### src/rtl/pipeline_ctrl.sv
// Pipeline hazard controller: turns per-stage stall requests, multi-cycle ops at
// MC_STAGE and flush requests into stall/bubble/flush controls, plus a stall watchdog.
module pipeline_ctrl #(
  parameter int NSTAGE   = 6,
  parameter int MC_STAGE = 3,
  parameter int CNTW     = 6,
  parameter int WDOG     = 255
) (
  input  logic              clk,
  input  logic              rst,
  input  logic [NSTAGE-1:0] stall_req,
  input  logic              mc_start,
  input  logic [CNTW-1:0]   mc_cycles,
  input  logic              flush_req,
  input  logic [31:0]       flush_pc,
  output logic [NSTAGE-1:0] stall,
  output logic [NSTAGE-1:0] bubble,
  output logic              flush,
  output logic [31:0]       new_pc,
  output logic              mc_busy,
  output logic              stall_err
);

  localparam int WDW = $clog2(WDOG + 1);

  typedef enum logic [1:0] {IDLE, MC, FLUSH} state_t;

  state_t            state;
  logic [CNTW-1:0]   cnt;
  logic [WDW-1:0]    wd_cnt;
  logic              mc_accept;
  logic [NSTAGE-1:0] eff;
  logic              any_hi;

  // A coinciding flush wins over a new multi-cycle op.
  assign mc_accept = (state == IDLE) && mc_start && (mc_cycles != '0) && !flush_req;

  always_comb begin
    eff           = stall_req;
    eff[MC_STAGE] = stall_req[MC_STAGE] | mc_busy | mc_accept;
  end

  // stall[i] is set when any stage at or above i requests a hold; the bubble
  // goes into the first stage above the highest held one.
  always_comb begin
    stall  = '0;
    bubble = '0;
    any_hi = 1'b0;
    if (!rst && state != FLUSH) begin
      for (int i = NSTAGE - 1; i >= 0; i--) begin
        any_hi   = any_hi | eff[i];
        stall[i] = any_hi;
      end
      for (int i = 1; i < NSTAGE; i++)
        bubble[i] = stall[i-1] & ~stall[i];
    end
  end

  always_ff @(posedge clk) begin
    if (rst) begin
      state     <= IDLE;
      cnt       <= '0;
      wd_cnt    <= '0;
      flush     <= 1'b0;
      new_pc    <= '0;
      mc_busy   <= 1'b0;
      stall_err <= 1'b0;
    end else begin
      flush <= 1'b0;
      if (flush_req) begin
        state   <= FLUSH;
        flush   <= 1'b1;
        new_pc  <= flush_pc;
        mc_busy <= 1'b0;
        cnt     <= '0;
      end else begin
        case (state)
          IDLE: if (mc_accept) begin
            state   <= MC;
            cnt     <= mc_cycles;
            mc_busy <= 1'b1;
          end
          MC: begin
            cnt <= cnt - 1'b1;
            if (cnt == CNTW'(1)) begin
              state   <= IDLE;
              mc_busy <= 1'b0;
            end
          end
          FLUSH:   state <= IDLE;
          default: state <= IDLE;
        endcase
      end

      if (stall[0]) begin
        if (wd_cnt != WDW'(WDOG)) wd_cnt <= wd_cnt + 1'b1;
        // Error becomes visible the same cycle the count saturates.
        if (wd_cnt >= WDW'(WDOG - 1)) stall_err <= 1'b1;
      end else begin
        wd_cnt <= '0;
      end
    end
  end

endmodule

### config.mk
export PLATFORM = sky130hd
export DESIGN_NAME = pipeline_ctrl
export DESIGN_NICKNAME = d
export VERILOG_FILES = /design/src/rtl/pipeline_ctrl.sv
export SDC_FILE = /design/constraint.sdc
export NUM_CORES = 1
export LEC_CHECK = 0
export BUFFER_PORTS_ARGS = -buffer_cell sky130_fd_sc_hd__buf_2
export CORE_ASPECT_RATIO = 0.75
export CORE_MARGIN = 2
export CORE_UTILIZATION = 40
export DETAILED_ROUTE_END_ITERATION = 8
export HOLD_SLACK_MARGIN = 0.08
export PLACE_DENSITY_LB_ADDON = 0.3
export SLEW_MARGIN = 30
export SYNTH_ARGS = -nofsm -noshare
export SYNTH_HDL_FRONTEND = slang
export SYNTH_SLANG_ARGS = --single-unit
### constraint.sdc
create_clock -name clk -period 2.2 [get_ports clk]
set_clock_uncertainty 0.05 [all_clocks]
set_input_delay 0 -clock clk [delete_from_list [all_inputs] [get_ports clk]]
set_output_delay 0 -clock clk [all_outputs]
set_load 0.02 [all_outputs]
==> results list <==
- Counting instances, the worst hold path has a depth of 4.
- Post-detailed-route DRC marker count: 0
* Most numerous cell on the critical path: sky130_fd_sc_hd__buf_2
- The worst setup path is captured at an output port.
* Final critical-path share of the clock period: 0.918
- TritonCTS built the clock tree.
* Pwr per Cell Area: 602 mW/mm²
- Proportion of power drawn by flip-flops and latches: 0.491
- The first global-routing pass estimated 8.84 mm of wire.
* Router iterations before antenna repair: 4
- After synthesis, the mean cell area works out to 9.60 µm².
* Die extent in x: 90.4 µm
- Number of hold violations in the final report: 0
- The area growth from synthesis to layout is 51.1%.
- Total die area: 0.00621 mm²
- Port Buffer Count: 93
- Number of unique standard cell types used by synthesis: 41
- Setup repair after global routing left no endpoint under its margin.
* Crit-path max cell delay: between 0.5 and 0.6 ns
* Worst hold path type: input pin to register
- Synthesis Warnings: 0
- The first routing iteration left 53 violations.
- After synthesis, the share of flip-flops with an asynchronous set or reset is 0.
* Clk network pwr share: 0.318
- Leakage power figure: 0.00161 µW
- Die Y: 68.8 µm
- After detailed routing, the average wire length per cell comes to about 12 µm.
- Antenna-violating nets left: 0
- Depth of the most critical reg-to-reg path: 5
- Io pins: between 90 and 100
- Clock tree buffer depth: 2
- The cell count after synthesis came out at 233.
* Most used cells in the layout excluding fill and tap cells: sky130_fd_sc_hd__buf_2, sky130_fd_sc_hd__dfxtp_1, sky130_fd_sc_hd__dlygate4sd3_1, sky130_fd_sc_hd__nor2_1, sky130_fd_sc_hd__mux2i_1
- Counting both buffers and inverters, the worst setup path holds a total of 4.
- The worst setup path is launched from an input pin.
- Overall Power: 2030 µW
- Worst Setup Slack, final: about 0.18 ns
* Total number of placement rows: 23
* Fillers: around 450
* Post-route design area: 0.00338 mm²
- Across the run, the number of max-cap violations was 0.
- In the routed layout, each cell is associated on average with a via count of 4.66.
* CP arrival: 1.97 ns
* Starting density of the core: 0.416
- Net Count, Synth: 285
- Synthesized flop and latch total: 51
- Layout cells sized above 1: 0.303
- Placed instance area: 0.00276 mm²
- Area inside the core boundary: 0.00538 mm²
- At the pin with the least slew margin, the transition time is 0.637 ns.
* Number of sinks handled by clock tree synthesis: between 50 and 60
- Timing would allow up to 0.495 GHz.
- Sequential-to-total area share from yosys stat: 0.456
- IR drop worst, VDD: around 0.41 mV
- The clock reaches the later pin of the worst-skew pair after 0.29 ns.
* Via count: 2102
- Final nets: around 430
- Endpoint required time on the critical path: 2.15 ns
* Register cell area after layout: between 0.001 and 0.0015 mm²
- Count of final setup violators: 0
- The final count of pins violating max slew came to 0.
* Final HPWL DP: around 3.6 mm
* CP max FO: 10
- Entering global routing, the biggest net connects 36 pins.
- The root buffer cell chosen for the clock tree is sky130_fd_sc_hd__clkbuf_8.
- Number of antenna repair diodes: 0
- After layout, the minimum clock period comes to 2.02 ns.
* Clock transition time at the flip-flop clock pins of the worst setup and hold paths: around 0.090 ns
- Broken down by cell family, the worst path's largest delay share belongs to buffers and inverters.
- Switching portion of total power: 0.263
* Via count of the first global-routing pass: 1993
- Measured against its own limit, the worst slew margin works out to 0.574.
* Cell-internal power: around 1500 µW
- Crit Reg-Reg Startpoint: wd_cnt[1]
- R2r setup slk: 0.41 ns
- The startpoint identified for the worst hold timing path is flush_req.
- The initial antenna violation count came to 0.
- The analysis attributes to net switching a power of roughly 540 µW.
- The path with the worst hold slack has its endpoint at cnt[5].
- Wires add up to 5.59 mm.
* Final setup TNS: 0 ns
* Worst-path cell chain: dlygate4sd3_1 -> buf_2 -> nor4_4 -> a21boi_4 -> o41ai_4 -> inv_1 -> buf_2
* Max H-tree Level: 2
- The share of total power dissipated in combinational logic is 0.191.
- Clock tree synthesis inserted a total of 5 buffers.
- The synthesized netlist occupies a cell area of 0.00224 mm².
- GRT overflow: 0
- Overall Global Routing Usage: 0.175
- Endpoint of the lowest-slack register-to-register path: wd_cnt[6]
- Setup WS pre-CTS: 0.428 ns
- The most used flip-flop cell after synthesis is sky130_fd_sc_hd__dfxtp_1.
- In this run, synthesis inferred 0 flip-flops with an integrated enable.
* Multi-input gate area in the final layout: 0.00113 mm²
- Result of the run: finished, final reports clean
- Routability congestion estimate: a little over 0.8
- Leaving out fill and tap cells, the most frequent cell in the layout is sky130_fd_sc_hd__buf_2.
* Crit Path Class: input pin to output port
- Critical Path Slowest Stage Cell: sky130_fd_sc_hd__o41ai_4
## metrics by stage
step / util / std cells / hold WS [ns]
final: 0.628 / 451 / 0.0988
after floorplan: - / 233 / 0.0328
after detailed placement: 0.512 / 392 / 0.194
after CTS: 0.628 / 451 / 0.0912
after global placement: 0.512 / 392 / 0.181
after global routing: 0.628 / 451 / 0.115
## worst register-to-register path: cells and delay by family, from the launching register on
kind,cells,cell delay [ns]
compound gates,1,0.10
fa+ha+maj,1,0.20
flops,1,0.40
simple gates,3,0.91
## cells by family after synthesis
family | count (synthesis) | share of synthesized area
and+or+nand+nor | 89 | 0.209
DFF | 51 | 0.456
muxes | 33 | 0.148
AOI/OAI and AO/OA | 31 | 0.105
buffers and inverters | 19 | 0.0380
xor gates and xnor gates | 5 | 0.0196
adders and majority gates | 4 | 0.0224
other | 1 | 0.00168
## flip-flops by register name, indices dropped and copies added, names as in the netlist
register / flops
stall_err: 1
state: 2
new_pc: 32
cnt: 6
flush: 1
wd_cnt: 8
mc_busy: 1
## routing by layer
| layer | wire length, µm | vias up | global-route usage |
|---|---|---|---|
| li1 | - | 1085 | - |
| met1 | 2610 | 952 | 0.214 |
| met2 | 2650 | 63 | 0.318 |
| met3 | 313 | 2 | 0.0478 |
| met4 | 20 | 0 | 0.0385 |
| met5 | 0 | - | 0 |
## power by group through the flow
stage                     logic, µW  registers (µW)  clock network, µW
final                           388             999                648
after global routing            423            1000                702
after CTS                       386             998                666
after detailed placement        316            1020                  0
after global placement          310            1020                  0
after floorplan                 155            1060                  0
## cell usage after synthesis (3+ instances only)
cell type,n,share of area
sky130_fd_sc_hd__dfxtp_1,51,0.46
sky130_fd_sc_hd__nor2_1,47,0.079
sky130_fd_sc_hd__mux2i_1,33,0.15
sky130_fd_sc_hd__a21oi_1,13,0.029
sky130_fd_sc_hd__nand3_1,9,0.020
sky130_fd_sc_hd__inv_1,8,0.013
sky130_fd_sc_hd__clkbuf_1,6,0.010
sky130_fd_sc_hd__and3_1,4,0.011
sky130_fd_sc_hd__ha_1,4,0.022
sky130_fd_sc_hd__nand2_1,4,0.0067
sky130_fd_sc_hd__nor2b_1,4,0.011
sky130_fd_sc_hd__nor3_1,4,0.0089
sky130_fd_sc_hd__xnor2_1,4,0.016
sky130_fd_sc_hd__a31oi_1,3,0.0084
sky130_fd_sc_hd__and4_1,3,0.012
sky130_fd_sc_hd__nand3b_1,3,0.010
sky130_fd_sc_hd__o21ai_0,3,0.0067
sky130_fd_sc_hd__or2_2,3,0.0084
## final cells by class
type                    count  share of cell area
well taps                  75              0.0278
clock buffers               5              0.0204
clock inverters             3              0.0130
flip-flops and latches     51               0.302
repair buffers            146               0.293
multi-input cells         163               0.335
inverters                   8             0.00889
## what timing repair did
item                       4_1_cts  5_1_grt
resized for setup                0        0
setup endpoints to repair        0        1
hold buffers                    51        0
setup buffers                    0        0
hold endpoints to repair        43        0
## worst max-delay path by stage
stage	start	endpoint	slack, ns	depth (start not counted)
6_report	mc_cycles[4]	stall[0]	0.18	7
3_5_place_dp	wd_cnt[1]	wd_cnt[6]	0.43	5
5_1_grt	mc_cycles[4]	stall[0]	0.04	7
3_3_place_gp	state[1]	stall_err	0.50	4
4_1_cts	mc_cycles[4]	stall[0]	0.09	7
2_1_floorplan	wd_cnt[1]	wd_cnt[6]	0.56	5
Note: power is estimated with default switching activity, not from simulation.
